[config.mk]
export PLATFORM = sky130hd
export DESIGN_NAME = ahblite_gpio_port
export DESIGN_NICKNAME = d
export VERILOG_FILES = /design/src/rtl/ahblite_gpio_port.sv
export SDC_FILE = /design/constraint.sdc
export NUM_CORES = 1
export LEC_CHECK = 0
export ABC_AREA = 1
export BUFFER_PORTS_ARGS = -buffer_cell sky130_fd_sc_hd__buf_2
export CORE_ASPECT_RATIO = 0.75
export CORE_MARGIN = 8
export CORE_UTILIZATION = 30
export CTS_CLUSTER_SIZE = 8
export DETAILED_ROUTE_END_ITERATION = 12
export HOLD_SLACK_MARGIN = 0.05
export PLACE_DENSITY = 0.57
export SLEW_MARGIN = 20
export SYNTH_ARGS = -nofsm -noshare
export SYNTH_HDL_FRONTEND = slang
export SYNTH_SLANG_ARGS = --single-unit
[constraint.sdc]
create_clock -name HCLK -period 3.1 [get_ports HCLK]
set_clock_uncertainty 0.2 [all_clocks]
set_input_delay 0.155 -clock HCLK [delete_from_list [all_inputs] [get_ports HCLK]]
set_output_delay 0.155 -clock HCLK [all_outputs]
set_load 0.01 [all_outputs]
[src/rtl/ahblite_gpio_port.sv]
// AHB-Lite GPIO port: output/direction registers, synchronised pin inputs and
// per-pin edge-detect interrupts with write-one-to-clear status.
module ahblite_gpio_port #(
   parameter int unsigned WIDTH       = 8,
   parameter int unsigned SYNC_STAGES = 2
) (
   input  logic             HCLK,
   input  logic             HRESETn,
   input  logic             HSEL,
   input  logic [31:0]      HADDR,
   input  logic [1:0]       HTRANS,
   input  logic [2:0]       HSIZE,
   input  logic [3:0]       HPROT,
   input  logic             HWRITE,
   input  logic [31:0]      HWDATA,
   input  logic             HREADY,
   output logic             HREADYOUT,
   output logic             HRESP,
   output logic [31:0]      HRDATA,
   input  logic [WIDTH-1:0] gpio_in,
   output logic [WIDTH-1:0] gpio_out,
   output logic [WIDTH-1:0] gpio_oe,
   output logic             irq
);

   localparam int unsigned OFF_W       = 6;
   localparam int unsigned FILL_W      = 3;
   localparam int unsigned FILL_CYCLES = SYNC_STAGES + 1;

   localparam logic [OFF_W-1:0] OFF_DATA_OUT = 6'h00;
   localparam logic [OFF_W-1:0] OFF_DIR      = 6'h01;
   localparam logic [OFF_W-1:0] OFF_DATA_IN  = 6'h02;
   localparam logic [OFF_W-1:0] OFF_INT_EN   = 6'h03;
   localparam logic [OFF_W-1:0] OFF_INT_POL  = 6'h04;
   localparam logic [OFF_W-1:0] OFF_INT_BOTH = 6'h05;
   localparam logic [OFF_W-1:0] OFF_INT_STAT = 6'h06;
   localparam logic [OFF_W-1:0] OFF_OUT_SET  = 6'h07;
   localparam logic [OFF_W-1:0] OFF_OUT_CLR  = 6'h08;

   logic                                acc_q, acc_d;
   logic                                wr_q, wr_d;
   logic [OFF_W-1:0]                    addr_q, addr_d;
   logic [WIDTH-1:0]                    data_out_q, data_out_d;
   logic [WIDTH-1:0]                    dir_q, dir_d;
   logic [WIDTH-1:0]                    int_en_q, int_en_d;
   logic [WIDTH-1:0]                    int_pol_q, int_pol_d;
   logic [WIDTH-1:0]                    int_both_q, int_both_d;
   logic [WIDTH-1:0]                    int_stat_q, int_stat_d;
   logic [SYNC_STAGES-1:0][WIDTH-1:0]   sync_q, sync_d;
   logic [WIDTH-1:0]                    prev_q, prev_d;
   logic [FILL_W-1:0]                   fill_q, fill_d;
   logic                                irq_q, irq_d;

   logic [WIDTH-1:0] wdata, din, rise, fall, hit, w1c, rd_val;
   logic             accept, wr_en, armed;
   logic             unused_ok;

   assign unused_ok = ^{HSIZE, HPROT, HADDR[31:8], HADDR[1:0], HTRANS[0], HWDATA};

   assign HREADYOUT = 1'b1;
   assign HRESP     = 1'b0;
   assign gpio_out  = data_out_q;
   assign gpio_oe   = dir_q;
   assign irq       = irq_q;

   always_comb begin
      acc_d      = acc_q;
      wr_d       = wr_q;
      addr_d     = addr_q;
      data_out_d = data_out_q;
      dir_d      = dir_q;
      int_en_d   = int_en_q;
      int_pol_d  = int_pol_q;
      int_both_d = int_both_q;
      int_stat_d = int_stat_q;
      fill_d     = fill_q;
      w1c        = '0;
      rd_val     = '0;
      HRDATA     = '0;

      // Address phase capture
      accept = HSEL & HREADY & HTRANS[1];
      acc_d  = accept;
      if (accept) begin
         wr_d   = HWRITE;
         addr_d = HADDR[7:2];
      end

      // Data phase write commit
      wdata = HWDATA[WIDTH-1:0];
      wr_en = acc_q & wr_q;
      if (wr_en) begin
         case (addr_q)
            OFF_DATA_OUT: data_out_d = wdata;
            OFF_DIR:      dir_d      = wdata;
            OFF_INT_EN:   int_en_d   = wdata;
            OFF_INT_POL:  int_pol_d  = wdata;
            OFF_INT_BOTH: int_both_d = wdata;
            OFF_INT_STAT: w1c        = wdata;
            OFF_OUT_SET:  data_out_d = data_out_q | wdata;
            OFF_OUT_CLR:  data_out_d = data_out_q & ~wdata;
            default:      ;
         endcase
      end

      // Synchroniser and edge detect, held off until the chain has refilled after reset
      sync_d = {sync_q[SYNC_STAGES-2:0], gpio_in};
      din    = sync_q[SYNC_STAGES-1];
      prev_d = din;
      armed  = (fill_q == FILL_W'(FILL_CYCLES));
      if (!armed) fill_d = fill_q + FILL_W'(1);

      rise = din & ~prev_q;
      fall = ~din & prev_q;
      hit  = int_en_q & ((int_both_q & (rise | fall)) |
                         (~int_both_q & ((int_pol_q & rise) | (~int_pol_q & fall))));
      if (!armed) hit = '0;

      // A new edge beats a simultaneous clear
      int_stat_d = (int_stat_q & ~w1c) | hit;
      irq_d      = |(int_stat_q & int_en_q);

      case (addr_q)
         OFF_DATA_OUT: rd_val = data_out_q;
         OFF_DIR:      rd_val = dir_q;
         OFF_DATA_IN:  rd_val = din;
         OFF_INT_EN:   rd_val = int_en_q;
         OFF_INT_POL:  rd_val = int_pol_q;
         OFF_INT_BOTH: rd_val = int_both_q;
         OFF_INT_STAT: rd_val = int_stat_q;
         default:      rd_val = '0;
      endcase
      if (acc_q & ~wr_q) HRDATA = 32'(rd_val);
   end

   always_ff @(posedge HCLK or negedge HRESETn) begin
      if (!HRESETn) begin
         acc_q      <= 1'b0;
         wr_q       <= 1'b0;
         addr_q     <= '0;
         data_out_q <= '0;
         dir_q      <= '0;
         int_en_q   <= '0;
         int_pol_q  <= '0;
         int_both_q <= '0;
         int_stat_q <= '0;
         sync_q     <= '0;
         prev_q     <= '0;
         fill_q     <= '0;
         irq_q      <= 1'b0;
      end else begin
         acc_q      <= acc_d;
         wr_q       <= wr_d;
         addr_q     <= addr_d;
         data_out_q <= data_out_d;
         dir_q      <= dir_d;
         int_en_q   <= int_en_d;
         int_pol_q  <= int_pol_d;
         int_both_q <= int_both_d;
         int_stat_q <= int_stat_d;
         sync_q     <= sync_d;
         prev_q     <= prev_d;
         fill_q     <= fill_d;
         irq_q      <= irq_d;
      end
   end

endmodule

# Word level (Yosys, flattened, before mapping)
# Cells that the tools add are included.
dict set report word_totals {
  out_inout_bits 51
  inputBits 86
  ff_bits 84
}
dict set report op_classes {
  n_reduce_logical 8
  n_bitwise 26
  muxes 6
  add_sub_neg 1
  eq_ne 9
}
# operator count
set op_table {}
lappend op_table {{8-bit AND} 10}
lappend op_table {{8-bit one-hot mux with 7 select lines} 1}
lappend op_table {{8-bit NOT} 6}
lappend op_table {{8-bit OR} 5}
lappend op_table {{8-bit two-way mux} 4}
lappend op_table {{6-bit by 3-bit == test with 1-bit output, second input constant} 4}
lappend op_table {{8-bit one-hot mux with 3 select lines} 1}
lappend op_table {{6-bit by 2-bit == test with 1-bit output, second input constant} 2}
lappend op_table {{2-bit AND reduction} 5}
lappend op_table {{8-bit OR reduction} 1}
lappend op_table {{6-bit by 1-bit == test with 1-bit output, second input constant} 1}
lappend op_table {{6-bit by 4-bit == test with 1-bit output, second input constant} 1}
lappend op_table {{6-bit zero test} 1}
lappend op_table {{1-bit AND} 4}
lappend op_table {{3-bit by 1-bit adder with 3-bit output, second input constant} 1}
lappend op_table {{3-bit by 2-bit == test with 1-bit output, second input constant} 1}
lappend op_table {{3-bit nonzero test} 1}
lappend op_table {{1-bit NOT} 1}

# Logic depth before layout (Yosys ltp)
dict set report logic_depth {
  ltp_word 9
  mapped_depth 10
  mapped_depth_nobuf 9
}

# Least setup slack after synthesis
# Ideal clock, no wire load.
dict set report synth_path {
  kind {flip-flop to output port}
  start {register addr_q[3]}
  end {output HRDATA[5]}
  t_required_ps 2745
  stages_incl_launch_ff 10
  path_slack_ps 1428
  t_arrival_ps 1317
  cell_sequence {dfrtp_1 inv_1 nand2_1 nor2_4 buf_8 buf_6 nand3_1 nand2_1 nor2_1 a21oi_1}
}
dict set report synth_via {
  elab_chain_cells 3
}
# item line_no
set synth_lines {}
lappend synth_lines {{start, declared} 42} ;# logic [OFF_W-1:0] addr_q, addr_d;
lappend synth_lines {{start signal, assigned} 154} ;# addr_q <= addr_d;
lappend synth_lines {{6-bit by 3-bit == test with 1-bit output, or another cell as far along} 123} ;# case (addr_q)
lappend synth_lines {{8-bit one-hot mux with 7 select lines (*)} 123}
lappend synth_lines {{8-bit two-way mux (*)} 133} ;# if (acc_q & ~wr_q) HRDATA = 32'(rd_val);
lappend synth_lines {{end, declared} 19} ;# output logic [31:0] HRDATA,
# Mark *: on every way between the ends. The rest lies on a longest branch, timed or not.

# Final worst setup path
dict set report layout_path {
  start {register addr_q[3]}
  end {output HRDATA[7]}
}
# The elaborated chain is that of the path after synthesis.

==> flow_metrics.env <==
export IMPL_wire_per_inst_um=15.5
export IMPL_clkTransAtPathRegs_ns=0.06
export IMPL_fmaxAchievable_ghz=0.390
export IMPL_synth_edf_count=0
export IMPL_path_class="flop to primary output"
export IMPL_clock_sinks=84
export IMPL_irDropWorstVdd_v=0.000268
export IMPL_synthFlopType="dfrtp_1"
export IMPL_final_setup_viol_count=0
export IMPL_die_area_um2=19500
export IMPL_start_util_pct=30.4
export IMPL_ctsHtreeMaxLevel=3
export IMPL_drc_errors=0
export IMPL_synth_seq_cells=84
export IMPL_avgSynthCellArea_um2=8.54
export IMPL_async_flop_share_pct=100
export IMPL_end_kind="primary output"
export IMPL_final_setup_tns_ns=0
export IMPL_required_ns=2.74
export IMPL_arrival_ns=2.21
export IMPL_max_stage_delay_ns=0.51
export IMPL_worstMarginPinSlew_ns=0.709
export IMPL_vias=4024
export IMPL_hold_viol_final=0
export IMPL_min_period_over_period_pct=82.6
export IMPL_ioPinCount=137
export IMPL_drt_vias_per_instance=4.89
export IMPL_clk_latency_ns=0.35
export IMPL_max_slew_margin_rel_pct=52.6
export IMPL_cp_common_cell="nand2_1"
export IMPL_fp_dieH_um=123
export IMPL_critPathMaxFanout=20
export IMPL_dieWidth_um=159
export IMPL_stdcell_count=823
export IMPL_cts_tree="built"
export IMPL_design_power_total_mw=3.29
export IMPL_placed_area_um2=4940
export IMPL_ys_seq_area_share_pct=45.9
export IMPL_fin_hold_ws_ns=0.130
export IMPL_grt_setup_unrepaired="no"
export IMPL_gr_usage_met2_pct=20.8
export IMPL_status="finished, final reports clean"
export IMPL_antenna_cells=0
export IMPL_grtUsageTotal_pct=13.5
export IMPL_met3_usage_pct=3.84
export IMPL_grt_pass1_wl_um=20400
export IMPL_powerDensity_nw_per_um2=601
export IMPL_fin_crit_ns=2.56
export IMPL_dp_cells=781
export IMPL_routed_wirelength_um=12700
export IMPL_netlist_area_um2=4580
export IMPL_coreArea_um2=15100
export IMPL_start_kind="flop"
export IMPL_hp_class="primary input to asynchronous set/reset pin"
export IMPL_layout_drive_gt1_share_pct=18.6
export IMPL_cts_root_buf="clkbuf_16"
export IMPL_grt_max_degree=44
export IMPL_max_cap_violations=0
export IMPL_ys_warn_count=0
export IMPL_antenna_found_initial=0
export IMPL_cp_slowest_cell="nor2_4"
export IMPL_grt_overflow_total=0
export IMPL_cp_cell_sequence="inv_1 -> nand2_1 -> nor2_4 -> nand3_1 -> nand2_1 -> nor2_1 -> a21oi_1 -> buf_2"
export IMPL_numPortBuffers=52
export IMPL_gp_congestion=0.806
export IMPL_p_leak_nw=2.73
export IMPL_dr_pass1_iters=5
export IMPL_postSynthCellCount=536
export IMPL_clk_path_buf_depth=2
export IMPL_drt_iter0_drc=360
export IMPL_use_met1_pct=18.2
export IMPL_grt_pass1_vias=4027
export IMPL_dp_hpwl_um=8850
export IMPL_fin_area_um2=5480
export IMPL_row_count=39
export IMPL_cts_resized=0
export IMPL_fin_nets=717
export IMPL_syn_to_final_growth_pct=19.7
export IMPL_grt_busiest_layer="met2"
export IMPL_numCtsBuffers=9
export IMPL_drv_slew=0
export IMPL_ys_types=32
export IMPL_ant_nets=0
path summary, 6_finish.rpt:
kind	to	start	depth (start not counted)	slack, ns
worst max-delay path	HRDATA[7]	addr_q[3]$_DFFE_PN0P_	8	0.54
worst min-delay path	addr_q[2]$_DFFE_PN0P_	HRESETn	2	0.13
worst max register to register	int_both_q[2]$_DFFE_PN0P_	addr_q[3]$_DFFE_PN0P_	6	0.85
worst min register to register	din[4]$_DFF_PN0_	sync_d[12]$_DFF_PN0_	0	0.15
max in group asynchronous	int_both_q[2]$_DFFE_PN0P_	HRESETn	3	1.84
min in group HCLK	din[4]$_DFF_PN0_	sync_d[12]$_DFF_PN0_	0	0.15
metal layers:
metal	vias up	wire (um)
met5	-	0
met2	173	5750
met4	0	111
li1	1896	-
met1	1940	5780
met3	15	1100
critical path: cells and delay by family, from the launching register on:
kind	cells	cell delay, ns
flops	1	0.42
buf+inv	2	0.29
compound gates	1	0.25
simple gates	5	0.89
cells in the mapped netlist, types with 3 or more instances:
master     n  area [um2]
buf_4     29         218
nor2_1    25        93.8
a21oi_1   16        80.1
nand4_1   48         300
o31ai_1    6        45.0
buf_2     10        50.1
nand3_4    3        52.6
ha_1      18         225
nand3_1   33         165
nor2_4     5        56.3
nand2_1  116         435
o21ai_1   32         160
dfrtp_1   84        2100
o21ai_0   18        90.1
inv_1     49         184
nand2_2   17         106
inv_2      5        18.8
cell families (layout without fill, tap and decap cells):
logic type                 count (synthesis)  in the layout  synth area share (%)
AOI/OAI and AO/OA                         74             74                  8.58
xor gates and xnor gates                   1              1                 0.191
adders and majority gates                 18             18                  4.92
buffers and inverters                    100            158                  11.5
DFF                                       84             84                  45.9
muxes                                      1              1                 0.246
other                                      2             26                 0.164
and+or+nand+nor                          256            256                  28.5
flip-flops by register name, summed over array words and instances (netlist names), 3 cells and up:
signal	flops
sync_d	8
din	8
addr_q	6
int_en_q	8
gpio_oe	8
prev_q	8
int_stat_q	8
int_pol_q	8
fill_q	3
int_both_q	8
gpio_out	8
layout make-up:
type | instances | area (um2)
tap | 205 | 256
fill | 1506 | 9600
clock buffer | 11 | 243
inverter | 57 | 226
clock inverter | 5 | 36.3
multi-input combinational | 376 | 2040
sequential | 84 | 2100
timing repair buffer | 85 | 576
repair_timing:
action	4_1_cts	5_1_grt
hold endpoints to repair	96	0
hold buffers	26	0
buffers inserted	0	0
metrics by stage:
stage / worst slack (ns) / utilization, %
finish: 0.538 / 36.3
global route: 0.416 / 36.3
CTS: 0.570 / 36.3
detailed placement: 0.874 / 32.8
global placement: 0.933 / 32.8
floorplan: 1.43 / -
report_power, final:
group	total (mW)	switching [mW]	internal [mW]
sequential	1.46	0.185	1.27
combinational	0.810	0.522	0.288
clock	1.03	0.460	0.566
cell usage in the layout, fill, tap and decap left out, types with 3 or more instances in the layout:
cell type,count
nand2_2,17
nand3_4,3
inv_2,5
conb_1,26
o21ai_1,32
nor2_4,5
clkinvlp_4,3
buf_2,51
inv_1,49
nand2_1,116
o21ai_0,18
a21oi_1,16
clkbuf_16,9
dfrtp_1,84
dlygate4sd3_1,26
nand3_1,33
o31ai_1,6
buf_4,8
nand4_1,48
nor2_1,25
ha_1,18
(Power assumes the default switching activity.)
